## config.mk

```make
export PLATFORM = sky130hd
export DESIGN_NAME = axis_fir_coeff_ctrl
export DESIGN_NICKNAME = d
export VERILOG_FILES = /design/src/rtl/axis_fir_coeff_ctrl.sv
export SDC_FILE = /design/constraint.sdc
export NUM_CORES = 1
export LEC_CHECK = 0
export CORE_UTILIZATION = 53
export DETAILED_ROUTE_END_ITERATION = 12
export PLACE_DENSITY = 0.85
export SYNTH_ARGS = -nofsm -noshare
export SYNTH_HDL_FRONTEND = slang
export SYNTH_SLANG_ARGS = --single-unit
```

## constraint.sdc

```tcl
create_clock -name ACLK -period 2 [get_ports ACLK]
set_clock_uncertainty 0.05 [all_clocks]
set_input_delay 0.4 -clock ACLK [delete_from_list [all_inputs] [get_ports ACLK]]
set_output_delay 0.4 -clock ACLK [all_outputs]
set_load 0.005 [all_outputs]
```

## src/rtl/axis_fir_coeff_ctrl.sv

```systemverilog
// -----------------------------------------------------------------------------
// axis_fir_coeff_ctrl
// Run-time coefficient controller for the AXI4-Stream FIR filter.
// A coefficient frame arrives on the cfg_* AXI4-Stream port, tap 0 first, and
// is captured in a shadow bank. The frame length is checked. A frame of the
// correct length is copied to the active bank in one clock edge, on a cycle
// where the FIR pipeline does not advance. The cycle after that copy,
// coeff_update_o and flush_o pulse together so the FIR re-primes its delay line.
//
// Optional build macro: AXIS_FIR_COEFF_CSUM_EN
//   When defined, each frame carries one extra trailing checksum beat. The
//   checksum is the two's-complement negation of the tap sum, modulo 2^COEFF_W.
//   A checksum mismatch sets the sticky err_csum_o flag and the frame is dropped.
// -----------------------------------------------------------------------------
module axis_fir_coeff_ctrl #(
   parameter int NUM_TAPS = 8,
   parameter int COEFF_W  = 16,
   parameter int CNT_W    = 8
) (
   input  logic                         ACLK,
   input  logic                         ARESETn,
   input  logic [COEFF_W-1:0]           cfg_tdata,
   input  logic                         cfg_tvalid,
   output logic                         cfg_tready,
   input  logic                         cfg_tlast,
   input  logic                         dp_advance_i,
   output logic [NUM_TAPS*COEFF_W-1:0]  coeff_o,
   output logic                         coeff_update_o,
   output logic                         flush_o,
   output logic                         busy_o,
   output logic                         err_short_o,
   output logic                         err_long_o,
`ifdef AXIS_FIR_COEFF_CSUM_EN
   output logic                         err_csum_o,
`endif
   input  logic                         err_clr_i,
   output logic [CNT_W-1:0]             commit_cnt_o
);

   localparam int IDX_W = $clog2(NUM_TAPS) + 1;
`ifdef AXIS_FIR_COEFF_CSUM_EN
   localparam int FRAME_LEN = NUM_TAPS + 1;
`else
   localparam int FRAME_LEN = NUM_TAPS;
`endif
   localparam logic [IDX_W-1:0] LAST_IDX = IDX_W'(FRAME_LEN - 1);
   localparam logic [IDX_W-1:0] TAP_LIM  = IDX_W'(NUM_TAPS);

   typedef logic [NUM_TAPS-1:0][COEFF_W-1:0] bank_t;

   typedef enum logic [1:0] {
      S_IDLE,
      S_LOAD,
      S_DRAIN,
      S_COMMIT_WAIT
   } state_t;

   // Identity filter: tap 0 passes the sample through, all other taps are zero.
   function automatic bank_t identity_bank();
      bank_t b;
      b    = '0;
      b[0] = COEFF_W'(1);
      return b;
   endfunction

   localparam bank_t IDENTITY = identity_bank();

   state_t           state, state_next;
   logic [IDX_W-1:0] idx, idx_next;
   bank_t            shadow, active;
   logic             shadow_we;
   logic             commit;
   logic             set_short, set_long, set_csum;
   logic             pulse;
   logic             csum_ok;
   logic [CNT_W-1:0] commit_cnt;

`ifdef AXIS_FIR_COEFF_CSUM_EN
   logic [COEFF_W-1:0] csum_acc;
   logic [COEFF_W-1:0] csum_total;
   logic               err_csum;

   // The running sum plus the final beat must wrap to zero.
   assign csum_total = csum_acc + cfg_tdata;
   assign csum_ok    = (csum_total == '0);
`else
   assign csum_ok    = 1'b1;
`endif

   // State register and beat index.
   always_ff @(posedge ACLK) begin
      // NOTE: every clocked assignment is non-blocking. Then all registers
      // sample the same pre-edge values, whatever order the blocks run in.
      if (!ARESETn) begin
         state <= S_IDLE;
         idx   <= '0;
      end else begin
         state <= state_next;
         idx   <= idx_next;
      end
   end

   // Next-state logic: frame length checking, shadow write enable, commit.
   always_comb begin
      // NOTE: every output of this block gets a default first. Then no path
      // leaves a signal unassigned, so no latch is inferred.
      state_next = state;
      idx_next   = idx;
      cfg_tready = 1'b1;
      shadow_we  = 1'b0;
      commit     = 1'b0;
      set_short  = 1'b0;
      set_long   = 1'b0;
      set_csum   = 1'b0;
      unique case (state)
         S_IDLE: begin
            // idx is always 0 here, so this beat lands in shadow[0].
            if (cfg_tvalid) begin
               shadow_we = 1'b1;
               if (cfg_tlast) begin
                  set_short = 1'b1;
               end else begin
                  idx_next   = IDX_W'(1);
                  state_next = S_LOAD;
               end
            end
         end
         S_LOAD: begin
            if (cfg_tvalid) begin
               // The checksum beat (index NUM_TAPS) is never stored.
               shadow_we = (idx < TAP_LIM);
               if (idx != LAST_IDX) begin
                  if (cfg_tlast) begin
                     set_short  = 1'b1;
                     idx_next   = '0;
                     state_next = S_IDLE;
                  end else begin
                     idx_next = idx + IDX_W'(1);
                  end
               end else begin
                  idx_next = '0;
                  if (!cfg_tlast) begin
                     set_long   = 1'b1;
                     state_next = S_DRAIN;
                  end else if (csum_ok) begin
                     state_next = S_COMMIT_WAIT;
                  end else begin
                     set_csum   = 1'b1;
                     state_next = S_IDLE;
                  end
               end
            end
         end
         S_DRAIN: begin
            if (cfg_tvalid && cfg_tlast) begin
               state_next = S_IDLE;
            end
         end
         S_COMMIT_WAIT: begin
            // Hold the config port so the shadow bank stays stable until the
            // copy. Commit only on a cycle where the pipeline stalls.
            cfg_tready = 1'b0;
            if (!dp_advance_i) begin
               commit     = 1'b1;
               state_next = S_IDLE;
            end
         end
         default: begin
            state_next = S_IDLE;
         end
      endcase
   end

   // Shadow capture, atomic shadow-to-active copy, commit counter and pulse.
   always_ff @(posedge ACLK) begin
      // NOTE: both banks are reset on purpose. After reset the active bank
      // must be the identity filter, and a reset mid-frame must discard any
      // partially written shadow contents.
      if (!ARESETn) begin
         shadow     <= IDENTITY;
         active     <= IDENTITY;
         commit_cnt <= '0;
         pulse      <= 1'b0;
      end else begin
         for (int i = 0; i < NUM_TAPS; i++) begin
            if (shadow_we && (idx == IDX_W'(i))) begin
               shadow[i] <= cfg_tdata;
            end
         end
         if (commit) begin
            active     <= shadow;
            commit_cnt <= commit_cnt + CNT_W'(1);
         end
         pulse <= commit;
      end
   end

   // Sticky error flags; a set in the same cycle as a clear wins.
   always_ff @(posedge ACLK) begin
      if (!ARESETn) begin
         err_short_o <= 1'b0;
         err_long_o  <= 1'b0;
      end else begin
         err_short_o <= set_short | (err_short_o & ~err_clr_i);
         err_long_o  <= set_long  | (err_long_o  & ~err_clr_i);
      end
   end

`ifdef AXIS_FIR_COEFF_CSUM_EN
   // Running tap sum for the checksum and its sticky mismatch flag.
   always_ff @(posedge ACLK) begin
      if (!ARESETn) begin
         csum_acc <= '0;
         err_csum <= 1'b0;
      end else begin
         if (cfg_tvalid && (state == S_IDLE)) begin
            csum_acc <= cfg_tdata;
         end else if (cfg_tvalid && (state == S_LOAD)) begin
            csum_acc <= csum_total;
         end
         err_csum <= set_csum | (err_csum & ~err_clr_i);
      end
   end

   assign err_csum_o = err_csum;
`endif

   assign coeff_o        = active;
   assign coeff_update_o = pulse;
   assign flush_o        = pulse;
   assign busy_o         = (state != S_IDLE);
   assign commit_cnt_o   = commit_cnt;

endmodule
```

# Yosys cells after proc, flatten, opt, wreduce, memory -nomap -nowiden
# Index checks and enable logic that the tools add are counted.
dict set report classes {
  add_sub_neg 2
  mul 0
  n_div 0
  order_cmp 1
  n_eq_ne 17
  shifts 0
  n_mux 30
  bitwise_logic 5
  n_reduce_logical 15
}
# op count
set ops {}
lappend ops {{$mux W4} 5}
lappend ops {{$eq A4 B3 Y1 const B} 4}
lappend ops {{$mux W1} 14}
lappend ops {{$mux W2} 7}
lappend ops {{$ne A2 B2 Y1 const B} 5}
lappend ops {{$logic_and A1 B1 Y1} 9}
lappend ops {{$add A8 B1 Y8 const B} 1}
lappend ops {{$eq A4 B2 Y1 const B} 2}
lappend ops {{$pmux W2 S4} 1}
lappend ops {{$pmux W4 S2} 1}
lappend ops {{$reduce_and A6 Y1} 1}
lappend ops {{$add A4 B1 Y4 const B} 1}
lappend ops {{$eq A2 B2 Y1 const B} 2}
lappend ops {{$eq A4 B1 Y1 const B} 1}
lappend ops {{$logic_not A4 Y1} 1}
lappend ops {{$lt A4 B4 Y1 const B} 1}
lappend ops {{$ne A4 B3 Y1 const B} 1}
lappend ops {{$pmux W1 S2} 2}
lappend ops {{$reduce_and A4 Y1} 1}
lappend ops {{$reduce_bool A2 Y1} 2}
lappend ops {{$ne A3 B3 Y1 const B} 1}
lappend ops {{$and A1 B1 Y1} 2}
lappend ops {{$eq A2 B1 Y1 const B} 1}
lappend ops {{$logic_not A2 Y1} 1}
lappend ops {{2 further kinds} 3}
dict set report word_totals {
  reg_bits 273
  latch_bits 0
  ram_bits 0
  rom_bits 0
  inputBits 22
  wordCells 92
  mem_count 0
}

# Logic depth before layout (Yosys ltp)
dict set report logic_depth {
  word_depth 5
  ltp_mapped 7
}

# Worst setup path before layout
# OpenSTA, ideal clock, no wires.
dict set report synth_path {
  path_kind {reg-to-reg}
  startpoint {register idx[0]}
  endpoint {register state[0]}
  setup_time_ns 0.116
  t_arrival_ns 1.355
  required_ns 1.834
  slack_ns 0.479
  stages_incl_launch_ff 7
  cell_sequence {dfxtp_1 ha_1 clkbuf_1 nand3b_1 nor3b_1 a21oi_1 o211a_1}
}
dict set report synth_between {
  elab_chain_cells 4
}
# element line
set synth_lines {}
lappend synth_lines {{start: declaration} 69} ;# logic [IDX_W-1:0] idx, idx_next;
lappend synth_lines {{start signal: assignment} 99} ;# idx <= idx_next;
lappend synth_lines {{$ne A4 B3 Y1 *} 132} ;# if (idx != LAST_IDX) begin
lappend synth_lines {{$mux W2} 132}
lappend synth_lines {{$mux W2} 129} ;# if (cfg_tvalid) begin
lappend synth_lines {{$pmux W2 S4} 115} ;# unique case (state)
lappend synth_lines {{end signal: assignment} 98} ;# state <= state_next;
lappend synth_lines {{end: declaration} 68} ;# state_t state, state_next;
# Mark *: on every way between the ends. The rest lies on a longest branch, timed or not. The select of a mux whose other input is x is not followed.
# A chain may end at the register's enable or synchronous reset.

# Worst setup path after layout
dict set report layout_path {
  startpoint {register commit_cnt[2] (netlist: commit_cnt_o[2])}
  endpoint {output commit_cnt_o[2]}
}
# element line
set layout_lines {}
lappend layout_lines {{start: declaration} 76} ;# logic [CNT_W-1:0] commit_cnt;
lappend layout_lines {{start signal: assignment} 192} ;# commit_cnt <= commit_cnt + CNT_W'(1);
lappend layout_lines {{end: declaration} 37} ;# output logic [CNT_W-1:0] commit_cnt_o
# No word-level cell between the ends.

==> impl_metrics.tcl <==
set metrics [dict create \
    outcome "finished clean" \
    synth_largest_area_cell "dfxtp_1" \
    r2r_slack_ns 0.19 \
    combPwrFrac 0.037 \
    die_h_um 140 \
    die_area_sq_um 19500 \
    postRouteAntennaNets 0 \
    wl_per_cell_um 16.6 \
    start_util 0.549 \
    tightest_slew_ns 0.643 \
    path_delay_family "buffers and inverters" \
    cts_tree "yes" \
    dp.final_hpwl_um 15300 \
    drt-total-wl_um 24600 \
    dieWidth_um 140 \
    worstPathRequired_ns 1.55 \
    track_usage 0.254 \
    drv_slew 0 \
    final_common_cell "nand2_1" \
    p_sw_w 0.00227 \
    multi_input_area_sq_um 4140 \
    worstPathMaxFanout 5 \
    core_sq_um 18300 \
    clock_path_buffers 3 \
    path_clk_slew_ns 0.06 \
    post-route-period-util 0.969 \
    syn_area_sq_um 10000 \
    fmax_ghz 0.516 \
    dp_slack_ns -0.00810 \
    cts.sink_count 273 \
    antenna_found_initial 0 \
    switching_share 0.209 \
    period_needed_ns 1.94 \
    power_density_nw_per_um2 850 \
    syn_nets 1135 \
    diodes 0 \
    hold_buffers 0 \
    crit_slowest_cell "clkdlybuf4s50_1" \
    numPortBuffers 163 \
    final-setup-viol-count 0 \
    rsz0062_at_grt "false" \
    holdCritPathClass "in2reg" \
    p_seq_frac 0.508 \
    final_cell_mix "348 x nand2_1, 272 x dfxtp_1, 160 x clkdlybuf4s50_1, 100 x a21boi_1, 69 x nand3_1" \
    dr.pass1.iters 5 \
    ys.flop_type "dfxtp_1" \
    drv_cap 0 \
    crit_buf_inv 1 \
    critical_path_arrival_ns 1.49 \
    total_power_w 0.0108 \
    synth-async-reset-ratio 0 \
    cp-start-kind "flip-flop" \
    yosysSeqAreaShare 0.545 \
    seq_area_sq_um 5470 \
    synth.area.top_cells "dfxtp_1 55%, nand2_1 13%, a21boi_1 7.5%, mux2i_1 6.4%, nand3_1 3.4%" \
    report.final.hold_viol_count 0 \
    drive_above_1_share 0.0635 \
    htree_num_levels 1 \
    fin_nets 1269 \
    vias 8051 \
    grt_max_degree 88 \
    cts-root-buf "clkbuf_16" \
    hold_slack_ns 0.241 \
    io_pins 164 \
    grt_pass1_wl_um 39500 \
    netlist_instances 1108 \
    clkLatencyLatePin_ns 0.52 \
    avgSynthCellArea_sq_um 9.05 \
    synth_enable_flop_cells 0 \
    cts_made_buffers 26 \
    yosysTopAreaCellShare 0.545 \
    place_congestion 0.835 \
    yosysWarnings 0 \
    p_leak_nw 4.93 \
    drc 0 \
    overflow 0 \
    relSlewSlack 0.570 \
    yosysUniqueCellTypes 42 \
    crit_chain "clkdlybuf4s50_1" \
    p_clk_frac 0.455 \
    fin_ws_ns 0.0611 \
    drtIter0Drc 619 \
    fillers 1430 \
    synth-seq-cells 273 \
    cpPeakStageDelay_ns 0.54 \
    end_kind "primary output" \
    ir_drop_mv 0.780 \
    grt_pass1_vias 7593 \
    viasPerCell 5.41 \
    worstSetupPathType "reg2out" \
    rows 49 \
    intPower_w 0.00858 \
    area_growth_pct 27.3 \
]
## logic make-up after synthesis
| logic type | after synthesis | synth area share |
|---|---|---|
| muxes | 64 | 0.0639 |
| xor gates and xnor gates | 6 | 0.00524 |
| and+or+nand+nor | 461 | 0.197 |
| AOI/OAI and AO/OA | 211 | 0.140 |
| adders and majority gates | 5 | 0.00624 |
| buffers and inverters | 88 | 0.0428 |
| DFF | 273 | 0.545 |
## sequential cells by signal, summed over array words and instances, names as in the netlist
register,cells
commit_cnt_o,8
idx,4
state,2
err_short_o,1
coeff_update_o,1
coeff_o,128
err_long_o,1
shadow,128
## metrics by stage
step                      utilization  TNS (ns)  area [sq um]  std cells
after detailed placement        0.650   -0.0174         11900       1441
after floorplan                     -         0         10000       1108
after global placement          0.650         0         11900       1441
final                           0.699         0         12800       1488
after global routing            0.699         0         12800       1488
after CTS                       0.699         0         12800       1488
## synthesized netlist by cell type (all sizes together), types with 2 or more instances
cell	count
buf	49
clkbuf	35
mux2i	64
nor2b	4
dfxtp	273
xor2	2
nand2b	2
nand2	352
nor2	5
nand4	5
a21oi	5
inv	4
o21ai	67
and3	3
a31oi	2
a21boi	131
xnor2	4
nand3	69
nand3b	3
and2	8
ha	5
nor3	3
## area by class of cell
type | instances | share of cell area
clock buffer | 41 | 0.0649
clock inverter | 4 | 0.00353
inverter | 4 | 0.00118
multi-input combinational | 747 | 0.324
sequential | 273 | 0.429
tap | 229 | 0.0225
timing repair buffer | 190 | 0.155
## what timing repair did
action / 4_1_cts / 5_1_grt
gates resized for setup: 4 / 0
hold endpoints to repair: 0 / 0
buffers inserted: 2 / 0
endpoints found under the setup margin: 2 / 0
## power by group through the flow
stage	sequential (W)	clock [W]	combinational [W]
2_1_floorplan	0.00562	0	0.000231
3_3_place_gp	0.00563	0	0.000391
3_5_place_dp	0.00563	0	0.000393
4_1_cts	0.00551	0.00498	0.000398
5_1_grt	0.00551	0.00523	0.000430
6_report	0.00551	0.00494	0.000402
## worst reg2reg max path, stage by stage (launching register included)
cell and delay [ns]:
dfxtp_4 0.35, buf_4 0.16, nor2_1 0.18, and3_1 0.45, nand2_4 0.26, mux2i_1 0.20
## layer usage
layer,GRT usage,routed length (um)
met5,0,0
met4,0.0873,621
met3,0.0365,1690
met2,0.426,11700
met1,0.336,10600
## path summary, 6_finish.rpt
kind                     endpoint             from  cells after the start
setup / recovery  commit_cnt_o[2]  commit_cnt_o[2]                      1
hold / removal       coeff_o[124]          ARESETn                      2
setup reg to reg       shadow[70]         state[1]                      5
hold reg to reg       coeff_o[69]       shadow[69]                      2
(Power assumes the default switching activity.)
